## src/rtl/control_unit.sv

```systemverilog
// control_unit
//   Multicycle control FSM for the 8-bit datapath.
//   It sequences FETCH -> DECODE -> EXEC/MEM/BRANCH -> WB -> FETCH.
//   It drives the ALU operation select and the memory, IR, PC and register-file
//   strobes, and it counts retired instructions.
//
// Ports
//   clk, rst_n      clock, synchronous active-low reset
//   opcode[2:0]     IR[7:5]; must stay stable from DECODE through retire
//   mem_ready       memory completes the current read/write this cycle
//   zero, eq        ALU result==0, ALU operands A==B
//   ALUOp[2:0]      000 add, 001 sub, 010 and, 011 or, 100 pass A
//   mem_read/mem_write, ir_load, pc_inc, pc_load, reg_write, wb_sel
//                   datapath strobes (combinational from state/opcode)
//   flag_z          registered zero flag, written when an ALU op leaves WB
//   halted          core stopped
//   instr_count     retired-instruction counter, wraps modulo 2^COUNT_W
//   state[2:0]      FSM state, for debug
module control_unit #(
  parameter int COUNT_W = 16
) (
  input  logic               clk,
  input  logic               rst_n,
  input  logic [2:0]         opcode,
  input  logic               mem_ready,
  input  logic               zero,
  input  logic               eq,
  output logic [2:0]         ALUOp,
  output logic               mem_read,
  output logic               mem_write,
  output logic               ir_load,
  output logic               pc_inc,
  output logic               pc_load,
  output logic               reg_write,
  output logic               wb_sel,
  output logic               flag_z,
  output logic               halted,
  output logic [COUNT_W-1:0] instr_count,
  output logic [2:0]         state
);

  typedef enum logic [2:0] {
    S_FETCH  = 3'd0,
    S_DECODE = 3'd1,
    S_EXEC   = 3'd2,
    S_MEM    = 3'd3,
    S_WB     = 3'd4,
    S_BRANCH = 3'd5,
    S_HALT   = 3'd6
  } state_t;

  localparam logic [2:0] OP_LOAD  = 3'b100;
  localparam logic [2:0] OP_STORE = 3'b101;
  localparam logic [2:0] OP_BEQ   = 3'b110;
  localparam logic [2:0] OP_HALT  = 3'b111;

  state_t             r_state;
  logic               r_flag_z;
  logic [COUNT_W-1:0] r_count;

  // Opcodes 000-011 are the register-register ALU ops.
  logic w_alu_op;
  assign w_alu_op = ~opcode[2];

  // State, flag and retire counter.
  always_ff @(posedge clk) begin
    if (!rst_n) begin
      r_state  <= S_FETCH;
      r_flag_z <= 1'b0;
      r_count  <= '0;
    end else begin
      case (r_state)
        S_FETCH:  if (mem_ready) r_state <= S_DECODE;
        S_DECODE: begin
          if (w_alu_op)                                     r_state <= S_EXEC;
          else if (opcode == OP_LOAD || opcode == OP_STORE) r_state <= S_MEM;
          else if (opcode == OP_BEQ)                        r_state <= S_BRANCH;
          else                                              r_state <= S_HALT;
        end
        S_EXEC:   r_state <= S_WB;
        S_MEM: begin
          if (mem_ready) begin
            if (opcode == OP_STORE) begin
              r_state <= S_FETCH;
              r_count <= r_count + COUNT_W'(1);
            end else begin
              r_state <= S_WB;
            end
          end
        end
        S_WB: begin
          if (w_alu_op) r_flag_z <= zero;
          r_count <= r_count + COUNT_W'(1);
          r_state <= S_FETCH;
        end
        S_BRANCH: begin
          r_count <= r_count + COUNT_W'(1);
          r_state <= S_FETCH;
        end
        S_HALT:   r_state <= S_HALT;
        default:  r_state <= S_FETCH; // encoding 7 recovers to FETCH
      endcase
    end
  end

  // Control strobes: Moore from state/opcode, except that the FETCH handshake
  // and pc_load also follow mem_ready and eq. Everything is held low in reset.
  always_comb begin
    ALUOp     = 3'b000;
    mem_read  = 1'b0;
    mem_write = 1'b0;
    ir_load   = 1'b0;
    pc_inc    = 1'b0;
    pc_load   = 1'b0;
    reg_write = 1'b0;
    wb_sel    = 1'b0;
    halted    = 1'b0;
    if (rst_n) begin
      case (r_state)
        S_FETCH: begin
          mem_read = 1'b1;
          ir_load  = mem_ready;
          pc_inc   = mem_ready;
        end
        S_EXEC: ALUOp = opcode;
        S_MEM: begin
          ALUOp     = 3'b100;
          mem_read  = (opcode == OP_LOAD);
          mem_write = (opcode == OP_STORE);
        end
        S_WB: begin
          reg_write = 1'b1;
          wb_sel    = (opcode == OP_LOAD);
          if (w_alu_op) ALUOp = opcode;
        end
        S_BRANCH: begin
          ALUOp   = 3'b001;
          pc_load = eq;
        end
        S_HALT:  halted = 1'b1;
        default: ;
      endcase
    end
  end

  assign flag_z      = r_flag_z;
  assign instr_count = r_count;
  assign state       = r_state;

  // OP_HALT is the fall-through decode case; named here for readability.
  logic w_unused_halt_op;
  assign w_unused_halt_op = (opcode == OP_HALT);

endmodule

```

## config.mk

```make
export PLATFORM = sky130hd
export DESIGN_NAME = control_unit
export DESIGN_NICKNAME = d
export VERILOG_FILES = /design/src/rtl/control_unit.sv
export SDC_FILE = /design/constraint.sdc
export NUM_CORES = 1
export LEC_CHECK = 0
export CAP_MARGIN = 20
export CORE_MARGIN = 4
export CORE_UTILIZATION = 40
export DETAILED_ROUTE_END_ITERATION = 7
export PLACE_DENSITY = 0.74
export SKIP_CTS_REPAIR_TIMING = 1
export SLEW_MARGIN = 0
export SYNTH_ARGS = -nofsm -noshare
export SYNTH_HDL_FRONTEND = slang
export SYNTH_SLANG_ARGS = --single-unit
```

## constraint.sdc

```tcl
create_clock -name clk -period 1.9 [get_ports clk]
set_clock_uncertainty 0.2 [all_clocks]
set_input_delay 0.38 -clock clk [delete_from_list [all_inputs] [get_ports clk]]
set_output_delay 0.38 -clock clk [all_outputs]
set_load 0.01 [all_outputs]
```

# Yosys cells after proc, flatten, opt, wreduce, memory -nomap -nowiden
# Cells that the tools add are included.
# word_totals
mem_count,0
word_cells,51
rom_bits,0
ramBits,0
latchBits,0
in_bits,8
ff_bits,20
# op_classes
shift,0
bitwise_logic,1
div_mod_pow,0
n_eq_ne,12
reduce_logical,7
magnitude_cmp,0
n_addsub,1
mul,0
muxes,27
# ops
operator,n
16-bit two-way mux,2
16-bit case mux with 2 select lines,1
"3-bit equality test, second input constant",6
3-bit two-way mux,6
"16-bit by 1-bit adder with 16-bit output, second input constant",1
3-bit case mux with 5 select lines,1
1-bit two-way mux,13
3-bit case mux with 4 select lines,1
"3-bit by 2-bit equality test with 1-bit output, second input constant",2
"2-bit inequality test, second input constant",3
2-bit two-way mux,2
2-bit AND reduction,2
"3-bit by 1-bit equality test with 1-bit output, second input constant",1
3-bit zero test,1
3-bit AND reduction,1
1-bit case mux with 2 select lines,1
2-bit nonzero test,1
2-bit OR reduction,1
1-bit logical OR,1
1-bit inverter,1

# Longest topological paths before layout
# depth
word_depth,5
ltp_mapped,6

# Worst setup path before layout
# OpenSTA, ideal clock, no wires.
# synth_path
kind,register to register
from,register r_state[0] (netlist: state[0])
to,register r_count[14] (netlist: instr_count[14])
path_stages_with_launch,6
path_slack_ns,-0.135
arrival_ns,1.765
path_buffers,1
synth_period_minus_slack_ns,2.035
setup_time_ns,0.071
required_ns,1.629
cell_sequence,dfxtp_1 > nand4b_2 > o32a_4 > buf_6 > or4_1 > a21oi_1
# synth_between
elab_chain_len,4
# synth_lines
item,line,rtl
from (decl),57,state_t r_state;
from (signal assigned),68,r_state <= S_FETCH;
from (signal assigned),73,S_FETCH: if (mem_ready) r_state <= S_DECODE;
from (signal assigned),75,if (w_alu_op) r_state <= S_EXEC;
3-bit equality test,72,case (r_state)
2-bit OR reduction (no source line),-,
2-bit nonzero test (no source line),-,
3-bit AND reduction (no source line),-,
to (signal assigned),85,r_count <= r_count + COUNT_W'(1);
to (signal assigned),93,r_count <= r_count + COUNT_W'(1);
to (signal assigned),97,r_count <= r_count + COUNT_W'(1);
to (decl),59,logic [COUNT_W-1:0] r_count;
# Several ways; a longest one is shown, not always the timed one.
# A chain may end at the register's enable or synchronous reset.

# Worst setup path in the final report
# layout_path
from,register r_state[1] (netlist: state[1])
to,output port mem_read
# layout_between
elab_chain_len,3
# layout_lines
item,line,rtl
3-bit by 2-bit equality test with 1-bit output or 3-bit zero test (tied branches),119,case (r_state)
1-bit case mux with 2 select lines (*),119,
1-bit two-way mux (*),118,if (rst_n) begin
to (decl),29,"output logic mem_read,"
# Mark *: on every way between the ends. The rest lies on a longest branch, timed or not.

==> flow_summary.json <==
{
  "rsz0062_at_grt": "yes",
  "rows": 19,
  "holdPathStages": 2,
  "synth_warnings": 0,
  "tritoncts": "yes",
  "clk_pin_slew_ns": 0.11,
  "finalHoldViolCount": 0,
  "criticalPathCategory": "flip-flop to output pin",
  "cp_data_required_time_ns": 1.32,
  "critPathArrivalTime_ns": 1.45,
  "maxSlewViolCount": 0,
  "fmax_mhz": 492,
  "avgSynthCellArea_um2": 7.86,
  "pre_cts_ws_ns": -0.652,
  "ios": 39,
  "tightestPinTransition_ns": 0.505,
  "final_area_mm2": 0.00200,
  "syn_to_final_growth_pct": 72.2,
  "p_switching_uw": 248,
  "seqPwrFrac": 0.503,
  "core_area_mm2": 0.00276,
  "dr.pass1.iters": 4,
  "fin_nets": 226,
  "synth-seq-cells": 20,
  "finalCritPeriodShare": 1.07,
  "p_per_area_mw_per_mm2": 439,
  "period_needed_ns": 2.03,
  "avgViaCountPerCell": 5.81,
  "die_w_um": 61.9,
  "drv_cap": 0,
  "syn_inst": 148,
  "synth_edf_count": 0,
  "cp-start-kind": "flip-flop",
  "slew_headroom": 0.662,
  "h-tree-depth": 1,
  "first_iter_violations": 27,
  "grt_max_degree": 24,
  "drc": 0,
  "clockBufferDepth": 2,
  "place_congestion": 0.804,
  "initial_core_util": 0.422,
  "violations": "negative setup slack",
  "grt_pass1_wl_mm": 5.40,
  "status": "finished, violations left",
  "grt_pass1_vias": 1365,
  "r2r-start": "state[0]",
  "syn-cell-area_mm2": 0.00116,
  "startpoint": "state[1]",
  "dpl_cell_area_mm2": 0.00171,
  "wl_per_cell_um": 15.6,
  "drive_above_1_share": 0.395,
  "ys_seq_area_frac": 0.344,
  "r2r_cells": 6,
  "min_path_type": "flip-flop to flip-flop",
  "clock-sinks": 20,
  "die_h_um": 61.9,
  "dp_hpwl_mm": 2.40,
  "diodes": 0,
  "die_area_mm2": 0.00384,
  "antenna_found_initial": 0,
  "critPathCapture": "mem_read",
  "fin_ws_ns": -0.131,
  "ir_drop_mv": 0.490,
  "r2r_slack_ns": -0.05,
  "synthArstFlopShare": 0,
  "final.setup.tns_ns": -0.569,
  "clock_latency_ns": 0.30,
  "path_max_fanout": 7,
  "numCtsBuffers": 3,
  "reg2reg_to": "instr_count[9]",
  "power_leakage_nw": 0.884,
  "pwr-share-clk": 0.234,
  "numPortBuffers": 38,
  "p_total_uw": 880,
  "wl_mm": 3.84,
  "syn-num-nets": 157,
  "grt.overflow.total": 0,
  "p_sw_frac": 0.282,
  "root_buffer": "clkbuf_4",
  "pwr-share-comb": 0.263,
  "yosys_most_used_dff": "dfxtp_1",
  "worstSetupEndpointType": "output pin",
  "setup_viol": 13,
  "num_vias": 1429,
  "yosysUniqueCellTypes": 36,
  "p_int_uw": 632,
  "track_usage": 0.187,
  "ant_nets": 0
}
critical path: stages (launching register included):
cell	delay (ns)
dfxtp_4	0.39
buf_4	0.14
buf_6	0.10
or2_2	0.27
a21oi_2	0.11
buf_2	0.14
through the flow:
step / hold WS, ns / utilization / std cells
6_report: 0.277 / 0.726 / 246
5_1_grt: 0.304 / 0.726 / 246
4_1_cts: 0.280 / 0.629 / 232
3_5_place_dp: 0.265 / 0.621 / 229
3_3_place_gp: 0.253 / 0.621 / 229
2_1_floorplan: 0.286 / - / 148
flip-flops by register name, summed over array words and instances (netlist names):
| register | flops |
|---|---|
| flag_z | 1 |
| instr_count | 16 |
| state | 3 |
worst min path at each step:
| stage | start | endpoint | slack (ns) |
|---|---|---|---|
| 2_1_floorplan | instr_count[15] | instr_count[15] | 0.29 |
| 3_3_place_gp | instr_count[15] | instr_count[15] | 0.25 |
| 3_5_place_dp | instr_count[15] | instr_count[15] | 0.27 |
| 4_1_cts | instr_count[15] | instr_count[15] | 0.28 |
| 5_1_grt | instr_count[15] | instr_count[15] | 0.30 |
| 6_report | instr_count[15] | instr_count[15] | 0.28 |
power groups by stage:
stage / clock network (mW) / logic, mW / registers, mW
2_1_floorplan: 0 / 0.0784 / 0.452
3_3_place_gp: 0 / 0.170 / 0.460
3_5_place_dp: 0 / 0.171 / 0.460
4_1_cts: 0.204 / 0.173 / 0.450
5_1_grt: 0.227 / 0.252 / 0.445
6_report: 0.206 / 0.231 / 0.443
synth_stat cells (all sizes together) (2+ instances only):
| library cell | number | share of area |
|---|---|---|
| a21oi | 14 | 0.060 |
| and4 | 2 | 0.015 |
| buf | 2 | 0.016 |
| clkbuf | 8 | 0.026 |
| dfxtp | 20 | 0.34 |
| inv | 5 | 0.016 |
| mux2i | 4 | 0.034 |
| nand2 | 15 | 0.048 |
| nand2b | 7 | 0.038 |
| nand3 | 7 | 0.030 |
| nand4 | 4 | 0.022 |
| nor2 | 12 | 0.039 |
| nor3 | 3 | 0.013 |
| nor4 | 3 | 0.016 |
| o21a | 2 | 0.013 |
| o21ai | 5 | 0.022 |
| o31ai | 8 | 0.052 |
| o32a | 2 | 0.028 |
| or3 | 3 | 0.016 |
| or4 | 8 | 0.052 |
final cells by class:
class	instances	area, µm²
sequential	20	422
tap	31	38.8
fill	215	754
clock buffer	3	22.5
inverter	5	18.8
timing repair buffer	72	643
multi-input combinational	115	858
cell families after synthesis:
kind of cell | count (synthesis) | synth area share
compound gates | 37 | 0.216
xor+xnor | 1 | 0.00753
fa+ha+maj | 1 | 0.0108
buf+inv | 15 | 0.0581
flops | 20 | 0.344
mux | 4 | 0.0344
simple gates | 70 | 0.329
cells in the final DEF (no fill, tap or decap), types with 3 or more instances in the layout:
cell,synthesis,final
nand2b_4,0,3
clkbuf_4,0,3
clkbuf_2,0,4
dfxtp_1,20,9
or4_4,0,4
o32a_4,1,3
inv_1,5,4
buf_2,0,6
or3_1,3,3
clkdlybuf4s50_1,0,17
dlymetal6s2s_1,0,11
nand3_1,7,7
nand2_1,15,13
nor2_1,12,10
o21ai_0,5,5
dfxtp_4,0,3
a21oi_2,0,5
a21oi_1,14,9
nor3_1,3,3
buf_6,1,8
buf_4,1,26
dfxtp_2,0,8
o31ai_1,8,6
nand4_1,4,4
mux2i_1,4,4
nand2b_1,7,4
or4_1,8,4
layer usage:
layer | vias to the layer above | global-route usage | share of wire
li1 | 697 | - | -
met5 | - | 0 | 0
met1 | 681 | 0.192 | 0.42
met3 | 6 | 0.0434 | 0.058
met2 | 45 | 0.348 | 0.50
met4 | 0 | 0.0970 | 0.016
No activity file was read; power rests on OpenSTA's default activity.
